$ cat src/rtl/dma_copy.sv
// Byte-block copy/fill engine driving a single-port memory with combinational read.
// Copies use memmove semantics: a destination overlapping the source tail is walked backwards.
module dma_copy #(
    parameter int AW = 8,
    parameter int DW = 8
) (
    input  logic          i_clk,
    input  logic          i_rst_n,
    input  logic          i_start,
    input  logic          i_fill,
    input  logic [AW-1:0] i_src,
    input  logic [AW-1:0] i_dst,
    input  logic [AW-1:0] i_len,
    input  logic [DW-1:0] i_fill_val,
    input  logic          i_abort,
    input  logic [DW-1:0] i_mem_rdata,
    output logic [AW-1:0] o_mem_addr,
    output logic          o_mem_wr_en,
    output logic [DW-1:0] o_mem_wdata,
    output logic          o_busy,
    output logic          o_done
);

    typedef enum logic [1:0] {S_IDLE, S_RD, S_WR, S_FIN} state_t;

    state_t        r_state;
    logic          r_fill;
    logic          r_dir;
    logic [AW-1:0] r_src;
    logic [AW-1:0] r_dst;
    logic [AW-1:0] r_len;
    logic [AW-1:0] r_i;
    logic [DW-1:0] r_fill_val;
    logic [DW-1:0] r_hold;

    logic [AW-1:0] w_off;
    logic [AW-1:0] w_gap;
    logic          w_dir;
    logic          w_last;

    // Destination lands inside the source tail: walk from the top so no source byte is clobbered early.
    assign w_gap  = i_dst - i_src;
    assign w_dir  = !i_fill && (i_dst != i_src) && (w_gap < i_len);
    assign w_off  = r_dir ? (r_len - AW'(1) - r_i) : r_i;
    assign w_last = (r_i == r_len - AW'(1));

    // NOTE: state registers use non-blocking assignments so every register sees pre-edge values.
    always_ff @(posedge i_clk or negedge i_rst_n) begin
        if (!i_rst_n) begin
            r_state    <= S_IDLE;
            r_fill     <= 1'b0;
            r_dir      <= 1'b0;
            r_src      <= '0;
            r_dst      <= '0;
            r_len      <= '0;
            r_i        <= '0;
            r_fill_val <= '0;
            r_hold     <= '0;
        end else begin
            case (r_state)
                S_IDLE: begin
                    if (i_start) begin
                        if (i_len == '0) begin
                            r_state <= S_FIN;
                        end else begin
                            r_fill     <= i_fill;
                            r_src      <= i_src;
                            r_dst      <= i_dst;
                            r_len      <= i_len;
                            r_fill_val <= i_fill_val;
                            r_dir      <= w_dir;
                            r_i        <= '0;
                            r_state    <= i_fill ? S_WR : S_RD;
                        end
                    end
                end
                S_RD: begin
                    r_hold  <= i_mem_rdata;
                    r_state <= i_abort ? S_IDLE : S_WR;
                end
                S_WR: begin
                    if (i_abort) begin
                        r_state <= S_IDLE;
                    end else if (w_last) begin
                        r_state <= S_FIN;
                    end else begin
                        r_i     <= r_i + AW'(1);
                        r_state <= r_fill ? S_WR : S_RD;
                    end
                end
                default: r_state <= S_IDLE;
            endcase
        end
    end

    // NOTE: every output gets a default first, so no path through the case can infer a latch.
    always_comb begin
        o_mem_addr  = '0;
        o_mem_wr_en = 1'b0;
        o_mem_wdata = '0;
        case (r_state)
            S_RD: o_mem_addr = r_src + w_off;
            S_WR: begin
                o_mem_addr  = r_dst + w_off;
                o_mem_wr_en = !i_abort;
                o_mem_wdata = r_fill ? r_fill_val : r_hold;
            end
            default: ;
        endcase
    end

    assign o_busy = (r_state == S_RD) || (r_state == S_WR);
    assign o_done = (r_state == S_FIN);

endmodule

$ cat config.mk
export PLATFORM = sky130hd
export DESIGN_NAME = dma_copy
export DESIGN_NICKNAME = d
export VERILOG_FILES = /design/src/rtl/dma_copy.sv
export SDC_FILE = /design/constraint.sdc
export NUM_CORES = 1
export LEC_CHECK = 0
export ABC_AREA = 1
export ABC_CLOCK_PERIOD_IN_PS = 4080
export BUFFER_PORTS_ARGS = -buffer_cell sky130_fd_sc_hd__buf_2
export CELL_PAD_IN_SITES_DETAIL_PLACEMENT = 0
export CELL_PAD_IN_SITES_GLOBAL_PLACEMENT = 1
export CORE_ASPECT_RATIO = 1.5
export CORE_MARGIN = 3
export CORE_UTILIZATION = 41
export CTS_CLUSTER_SIZE = 16
export DETAILED_ROUTE_END_ITERATION = 10
export HOLD_SLACK_MARGIN = 0.06
export PLACE_DENSITY = 0.8
export SYNTH_ARGS = -nofsm -noshare
export SYNTH_HDL_FRONTEND = slang
export SYNTH_SLANG_ARGS = --single-unit
$ cat constraint.sdc
create_clock -name i_clk -period 4.08 [get_ports i_clk]
set_clock_uncertainty 0.2 [all_clocks]
set_input_delay 0.612 -clock i_clk [delete_from_list [all_inputs] [get_ports i_clk]]
set_output_delay 0.612 -clock i_clk [all_outputs]
set_load 0.01 [all_outputs]
==> run metrics <==
run status finished, violations left; violations in the final reports setup timing; reported max-cap violation count 0; largest fanout on the critical path 5; count of cell types in the netlist 33; Max VDD drop between 0.4 and 0.5 mV; Reg area 1300 sq um; post-route setup TNS -0.000418 ns; ratio of total power to cell area between 700 and 800 nW/um^2; async set-or-reset flop fraction in the synthesized netlist 1.00; clock buffers created by TritonCTS 5; source of the critical timing path r_len[1]; nets@finish 700; Sequential Power Share 0.232; cell repeated most along the worst path nand2_1; leading cell types in the layout, fill and taps excluded 183 x nand2_1, 69 x inv_1, 63 x buf_2, 51 x dfrtp_1, 47 x o21ai_0; Post-Place Cell Area approximately 4400 sq um; headroom to the max-slew limit 0.602; critical path endpoint category primary output; Final min period a little over 4 ns; global-route wire length before repair about 17 mm; Logic pwr share 0.657; IO buf count 63; Core Region 9250 sq um; GRT Residual Overflow 0; required time of the critical path 3.27 ns; overall die height about 130 microns; first-iteration detailed-routing DRC count around 140; setup slack on the worst flop-to-flop path around 1.5 ns; reported leakage power between 2 and 2.5 nW; arrival time reported for the critical path endpoint between 3 and 4 ns; DR vias/cell 4.91; Psw 0.00181 W; Die X around 86 microns; maximum level of the CTS H-tree 2; biggest area contributors in the synthesized netlist dfrtp_1 33%, nand2_1 18%, ha_1 11%; remaining number of nets flagged by the antenna check after routing 0; count of warnings emitted by yosys 0; clock latency on the worst-skew pair roughly 0.30 ns; leading cell type in the layout, fill and taps excluded nand2_1; final setup vio count 1; worst reg2reg endpoint r_i[2]; placed wire-length estimate after detailed placement between 8 and 9 mm; Post-Route WL about 10 mm; clock tree sinks 52; starting utilization of the core area 0.422; library cell with the largest summed area after synthesis dfrtp_1; CP max stage cell dfrtp_1; maximum root-to-sink buffer count 2; Critical path destination o_mem_addr[6]; final hold slack 0.266 ns; cell chain of the critical path inv_2 > ha_4 > xor2_2 > ha_1 > a21oi_1 > nand2_1 > nor2_1 > o22ai_2 > ha_1 > a21oi_1 > nand2_1 > nand2_1 > nand2_1 > a21oi_1 > xor2_1 > nor2_1 > buf_2; TritonCTS clock tree done; proportion of layout cells with a drive suffix above 1 0.204; Avg WL per Cell between 10 and 15 microns; number of antenna violations at the first check in global routing 0; clock input transition at the sequential cells of the worst setup and hold paths 0.07 ns; R2R depth 14; Synth Register Bits 52; internal power component 0.00193 W; area of the mapped netlist between 3000 and 4000 sq um; DR DRC count 0; clock power share 0.111; unrepaired setup endpoints after global routing yes; number of enable-type register cells in the synthesized netlist 0; startpoint class of the critical path register; post-route cell area ~4700 sq um; maximum single-stage delay on the critical path 0.37 ns; combined global-route utilization of all metal layers 0.204; row count between 40 and 50; Fillers ~970; max-slew violation count 0; P&R area growth vs syn 20.0%; n_diodes 0; area of the die 10700 sq um; post-layout worst setup margin -0.000418 ns; via total after detailed routing around 3600; share of synthesized area occupied by flip-flops and latches 0.333; pin count of the biggest net entering global routing 38; transition at the pin with the smallest max-transition slack 0.595 ns; share of the cycle needed by the critical path after routing 1.00; area of the multi-input gates 2380 sq um; Hold Path Origin r_dst[1]; syn_area_per_cell 7.17 sq um; I/O pins 64; beginning of the worst register-to-register path r_len[1]; net count after synthesis 626; Tightest Hold Check Type reg2reg; highest clock rate 245 MHz; synthesized instance count approximately 540; Final Hold Fails 0; worst setup timing slack at the placement stage 0.0598 ns; top-area cell type share of the netlist area 0.333; startpoint-to-endpoint class of the critical path reg2out; number of global-route vias before repair between 3000 and 4000; final weighted congestion of routability-driven global placement around 0.88; ys flop type dfrtp_1; TritonRoute pass-1 iters 4; CTS root buf clkbuf_16; share of total power consumed by net switching 0.483
==> worst max-delay path: cells and delay by family, from the launching register on <==
kind	cells	cell delay (ns)
fa+ha+maj	3	0.89
xor+xnor	2	0.24
flops	1	0.37
buf+inv	2	0.23
simple gates	6	0.68
compound gates	4	0.58
==> metrics by stage <==
stage,std cells,utilization,power (W)
floorplan,544,-,0.00239
global placement,714,0.471,0.00297
detailed placement,714,0.471,0.00301
CTS,728,0.500,0.00363
global route,731,0.506,0.00413
finish,731,0.506,0.00374
==> layer usage <==
layer	share of wire	GRT usage	vias to the layer above
met3	0.028	0.0237	11
met5	0	0	-
met2	0.53	0.359	60
met4	0.023	0.0671	0
li1	-	-	1874
met1	0.42	0.256	1647
==> sequential cells by signal, indices dropped and copies added (netlist names) <==
signal / cells
r_dst: 8
r_fill_val: 8
r_hold: 8
r_i: 8
r_len: 8
r_src: 8
r_state: 2
r_dir: 1
r_fill: 1
==> cell usage after synthesis (3+ instances only) <==
cell type,instances
nand2_1,190
inv_1,72
dfrtp_1,52
o21ai_0,47
ha_1,34
a21oi_1,33
nor2_1,26
nand3_1,21
xor2_1,14
clkbuf_1,7
xnor2_1,6
nand4_1,5
nor3_1,4
buf_2,3
fa_1,3
==> kinds of logic (layout without fill, tap and decap cells) <==
group,after synthesis,count (layout),share of synthesized area
simple gates,259,259,0.286
fa+ha+maj,37,37,0.124
xor+xnor,20,20,0.0449
compound gates,89,89,0.124
mux,1,1,0.00257
flops,52,52,0.333
buf+inv,86,161,0.0846
==> cell type report <==
class	instances	area share
tap	112	0.0299
multi-input combinational	406	0.507
clock buffer	5	0.0267
sequential	52	0.278
clock inverter	3	0.00401
timing repair buffer	79	0.0943
inverter	74	0.0593
==> worst min-delay path by stage <==
stage | to | slack, ns | depth (start not counted)
after CTS | r_dst[1] | 0.27 | 2
after global placement | r_dst[1] | 0.25 | 2
after detailed placement | r_dst[1] | 0.25 | 2
after floorplan | r_dir | 0.12 | 0
final | r_dst[1] | 0.27 | 2
after global routing | r_fill_val[2] | 0.29 | 2
==> power groups by stage <==
stage,Sequential [W],Combinational (W),Clock [W]
4_1_cts,0.000867,0.00234,0.000431
6_report,0.000868,0.00246,0.000416
3_5_place_dp,0.000874,0.00214,0
2_1_floorplan,0.000832,0.00156,0
3_3_place_gp,0.000869,0.00210,0
5_1_grt,0.000896,0.00278,0.000452
==> timing repair <==
action | CTS | global route
hold buffers | 1 | 0
buffers inserted | 5 | 3
gates cloned | 0 | 0
endpoints found under the hold margin | 15 | 0
endpoints found under the setup margin | 3 | 3
pin swaps | 16 | 18
resized for setup | 16 | 11
(Power assumes the default switching activity.)
